File: config.mk
export PLATFORM = sky130hd
export DESIGN_NAME = fetch_pc_unit
export DESIGN_NICKNAME = d
export VERILOG_FILES = /design/src/rtl/core_pkg.sv /design/src/rtl/redirect_hold_reg.sv /design/src/rtl/fetch_pc_unit.sv
export SDC_FILE = /design/constraint.sdc
export NUM_CORES = 1
export LEC_CHECK = 0
export CORE_ASPECT_RATIO = 1.25
export CORE_MARGIN = 1
export CORE_UTILIZATION = 40
export CTS_CLUSTER_DIAMETER = 200
export DETAILED_ROUTE_END_ITERATION = 8
export PLACE_DENSITY_LB_ADDON = 0.15
export SYNTH_ARGS = -nofsm -noshare
export SYNTH_HDL_FRONTEND = slang
export SYNTH_SLANG_ARGS = --single-unit
File: constraint.sdc
create_clock -name clk -period 1.3 [get_ports clk]
set_input_delay 0.39 -clock clk [delete_from_list [all_inputs] [get_ports clk]]
set_output_delay 0.39 -clock clk [all_outputs]
set_load 0.005 [all_outputs]
File: src/rtl/core_pkg.sv
// Shared fetch-side types and constants.
// Fetch state enum, instruction size, default PC width.
package core_pkg;

  localparam int PC_W        = 9;
  localparam int INSTR_BYTES = 4;

  typedef enum logic [1:0] {
    RUN,
    PENDING,
    BUBBLE
  } fetch_state_e;

endpackage

File: src/rtl/redirect_hold_reg.sv
// Holds a redirect that arrived while the front end was stalled.
// Ports: capture/clear controls, target+misalign in, valid/target/misalign out.
module redirect_hold_reg
  import core_pkg::*;
#(
  parameter int PW = PC_W
) (
  input  logic          clk,
  input  logic          reset,
  input  logic          capture,
  input  logic          clear,
  input  logic [PW-1:0] tgt_in,
  input  logic          mis_in,
  output logic          valid,
  output logic [PW-1:0] tgt,
  output logic          mis
);

  always_ff @(posedge clk) begin
    if (reset || clear) begin
      valid <= 1'b0;
      tgt   <= '0;
      mis   <= 1'b0;
    end else if (capture) begin
      valid <= 1'b1;
      tgt   <= tgt_in;
      mis   <= mis_in;
    end
  end

endmodule

File: src/rtl/fetch_pc_unit.sv
// Program counter owner: +4 / hold / redirect, stalled-redirect capture,
// flush pulses, fetch_valid qualifier. Ports: clk, reset, stall, pc_sel,
// pc_branch in; pc, flush_if_id, flush_id_ex, fetch_valid, misalign_err out.
module fetch_pc_unit
  import core_pkg::*;
#(
  parameter int              PW        = PC_W,
  parameter logic [PW-1:0]   RESET_PC  = '0,
  parameter int              FLUSH_LAT = 1
) (
  input  logic          clk,
  input  logic          reset,
  input  logic          stall,
  input  logic          pc_sel,
  input  logic [31:0]   pc_branch,
  output logic [PW-1:0] pc,
  output logic          flush_if_id,
  output logic          flush_id_ex,
  output logic          fetch_valid,
  output logic          misalign_err
);

  fetch_state_e  state_q;
  logic [PW-1:0] pc_q;
  logic [2:0]    cnt_q;
  logic          mis_q;

  logic [PW-1:0] tgt_new;
  logic          mis_new;
  logic          hold_valid;
  logic [PW-1:0] hold_tgt;
  logic          hold_mis;
  logic          in_pend;
  logic          accept;
  logic          capture;
  logic [PW-1:0] acc_tgt;
  logic          acc_mis;
  logic          unused_hi;

  // Upper target bits beyond the PC width are dropped on purpose.
  assign unused_hi = ^pc_branch[31:PW];

  assign tgt_new = {pc_branch[PW-1:2], 2'b00};
  assign mis_new = |pc_branch[1:0];

  assign in_pend = hold_valid;

  // Oldest redirect wins: a held target beats a new pc_sel.
  assign accept  = !reset && !stall
                && (in_pend || pc_sel);
  assign capture = !reset && stall
                && pc_sel && !in_pend;

  assign acc_tgt = in_pend ? hold_tgt : tgt_new;
  assign acc_mis = in_pend ? hold_mis : mis_new;

  redirect_hold_reg #(
    .PW(PW)
  ) u_hold (
    .clk    (clk),
    .reset  (reset),
    .capture(capture),
    .clear  (accept && in_pend),
    .tgt_in (tgt_new),
    .mis_in (mis_new),
    .valid  (hold_valid),
    .tgt    (hold_tgt),
    .mis    (hold_mis)
  );

  always_ff @(posedge clk) begin
    if (reset) begin
      pc_q    <= RESET_PC;
      state_q <= RUN;
      cnt_q   <= '0;
      mis_q   <= 1'b0;
    end else if (accept) begin
      pc_q    <= acc_tgt;
      state_q <= BUBBLE;
      cnt_q   <= 3'(FLUSH_LAT);
      if (acc_mis) mis_q <= 1'b1;
    end else if (capture) begin
      state_q <= PENDING;
      cnt_q   <= '0;
    end else if (!stall) begin
      pc_q <= pc_q + PW'(INSTR_BYTES);
      if (state_q == BUBBLE) begin
        cnt_q <= cnt_q - 3'd1;
        if (cnt_q == 3'd1) state_q <= RUN;
      end
    end
  end

  assign pc           = pc_q;
  assign flush_if_id  = accept;
  assign flush_id_ex  = accept;
  assign fetch_valid  = !reset
                     && (state_q != BUBBLE);
  assign misalign_err = mis_q;

endmodule

==> metrics.txt <==
Detail Route Antenna Nets=0; crit end category=output port; PnR worst setup slack=-0.0593 ns; chip height=67.6 µm; DR vias=between 1k and 1.5k; GP Congestion=just under 0.9; Core ar.=0.00325 mm²; Final Hold Vio Count=0; Crit path arrival time=0.97 ns; die width=roughly 54 µm; Area growth syn-to-layout=51.5%; initial antenna violation count=0; Max clock buf depth=2; largest family of logic cells by synthesized area=compound AO/OA/AOI/OAI gates; footprint of the multi-input gates=905 µm²; # hold bufs at CTS=0; Setup Crit Path Kind=flop to output port; Detailed Route Iter0 Violations=32; layout cell share with drive strength beyond 1=0.403; # diodes=0; Post-synth ARST share=0; syn_area_per_cell=8.23 µm²; R2R Setup Slk=-0.06 ns; setup TNS=-0.197 ns; Worst EP required=0.91 ns; worst vdd ir=about 550 µV; grt ovf=0; failing checks=setup timing; IO buf count=23; first-pass GRT wire length=5.79 mm; largest net degree at the start of global routing=18; Crit Path Max Fanout=2; Yosys top cell by area=dfxtp_1; Tot Pwr=between 0.0015 and 0.002 W; Worst-path clk slew=0.09 ns; Post-synth EDFFs=0; TritonRoute pass-1 iters=4; Synth Area in Simple Gates=0.264; Slew Limit Fails=0; Power Dens Cells=roughly 800 mW/mm²; Tcrit/Tclk final=1.05; min cycle time layout=approximately 1.4 ns; most frequent cell after synthesis=dfxtp_1; post-synthesis sequential area ratio=0.320; DR WL/cell=13.7 µm; status=complete, but fails checks; worst hold path type=flop to flop; post-placement cell area=0.00184 mm²; Fmax achieved=0.736 GHz; CTS tree=done; CTS root buffer=clkbuf_8; Area contributors post-synth=dfxtp_1 32%, a21oi_1 5.1%, nand2_1 4.9%; xor/xnor cell area share of the yosys netlist=0.00637; Placement Setup Slack=-0.749 ns; CTS buffer count=3; Row Count=23; dpl hpwl=2.44 mm; DRC=0; RSZ-0062 raised after global routing=true; CTS sink cnt=22; post-synth top area share=0.320; Synth Instances=around 170; WHS=0.465 ns; worst-skew pair later-pin latency=between 0.2 and 0.3 ns; leakage=0.857 nW; Finish-stage setup viols=7; vias in the first global route=1332; num ports=a little under 50; max-cap violations=0; startpoint types=flop; fin nets=267; H-tree levels=1; GRT Resource Usage Total=0.214; reg2reg path depth=4; Yosys Warn Count=0; mapped cell area=about 0.0014 mm²; hold depth=1; die area=roughly 0.0037 mm²; post-synthesis mux area share=0.0164; Vias/cell=5.42; Clock Skew=around 0.0035 ns; Compound-Gate Fraction of Synth Area=0.267; Synth Area in Adders=0.0273; Yosys cell types=50; register area=462 µm²; initial core utilization=0.423; Yosys reg bits=22; WL final=3.61 mm; final instance area=approximately 0.0021 mm²; FILL cells=292; Main synth FF type=dfxtp_1; synth cell count leaders=22 x dfxtp_1, 18 x nand2_1, 14 x a21oi_1, 8 x inv_1
-- registers in the layout, summed over array words and instances (netlist names) --
register and flops:
u_hold.valid 1, pc 7, state_q 2, u_hold.tgt 7
u_hold.mis 1, cnt_q 3, misalign_err 1
-- report_power, final --
group	internal [W]	leakage, nW	switching [W]
clock	0.000208	0.0216	0.000244
combinational	0.000264	0.650	0.000199
sequential	0.000712	0.185	0.0000274
total	0.00118	0.857	0.000470
-- through the flow --
step / utilization / instances
after floorplan: - / 168
after global placement: 0.565 / 250
after detailed placement: 0.565 / 250
after CTS: 0.619 / 261
after global routing: 0.641 / 263
final: 0.641 / 263
-- metal layers --
layer,GRT usage,share of wire
met5,0,0
met4,0.0737,0.012
met3,0.0293,0.021
met2,0.364,0.50
met1,0.268,0.47
-- what timing repair did --
item                                    4_1_cts  5_1_grt
pin swaps                                    12       11
buffers inserted                              9        1
endpoints found under the setup margin       32       19
resized for setup                            65       11
gates cloned                                  0        1
-- path summary, 6_finish.rpt --
| path | startpoint | endpoint |
|---|---|---|
| setup / recovery | state_q[0] | fetch_valid |
| setup reg to reg | u_hold.valid | pc[6] |
| hold / removal | misalign_err | misalign_err |
| hold reg to reg | misalign_err | misalign_err |
-- worst max-delay path, stage by stage, from the launching register on --
cell	delay (ns)
dfxtp_2	0.33
nand2b_4	0.13
and2_4	0.13
buf_6	0.10
-- kinds of logic (layout without fill, tap and decap cells) --
kind of cell | after synthesis | after routing
buf+inv | 23 | 81
fa+ha+maj | 3 | 3
simple gates | 62 | 62
other cells | 1 | 2
flops | 22 | 22
xor+xnor | 1 | 1
compound gates | 53 | 53
mux | 2 | 2
-- placed cells by master (no fill, tap or decap), types with 2 or more instances in the layout --
cell type | Yosys | layout
nor2_4 | 0 | 2
inv_1 | 8 | 6
a211oi_2 | 0 | 2
buf_6 | 4 | 7
dfxtp_2 | 0 | 8
dfxtp_4 | 0 | 3
o211ai_1 | 2 | 2
or3b_4 | 0 | 2
a21oi_1 | 14 | 14
conb_1 | 1 | 2
o22ai_1 | 3 | 3
dfxtp_1 | 22 | 11
a41oi_2 | 0 | 2
nand3_1 | 5 | 4
clkdlybuf4s50_1 | 0 | 6
a31oi_1 | 3 | 3
nand2b_4 | 0 | 2
or2_4 | 2 | 2
buf_4 | 3 | 38
clkbuf_8 | 0 | 3
nand2b_1 | 6 | 4
o21ai_1 | 3 | 4
nand2_1 | 18 | 18
inv_2 | 2 | 4
nor2_1 | 5 | 4
o21ai_0 | 3 | 2
or3b_1 | 5 | 3
dlygate4sd2_1 | 0 | 9
nor3_1 | 2 | 2
buf_2 | 4 | 3
and2_1 | 3 | 2
a21o_1 | 7 | 7
nand3b_1 | 7 | 7
-- layout make-up --
class | count | share of cell area
repair buffers | 68 | 0.284
inverters | 10 | 0.0180
well taps | 37 | 0.0222
flip-flops and latches | 22 | 0.222
multi-input cells | 123 | 0.434
clock buffers | 3 | 0.0198
Power figures use the tool's default switching activity.
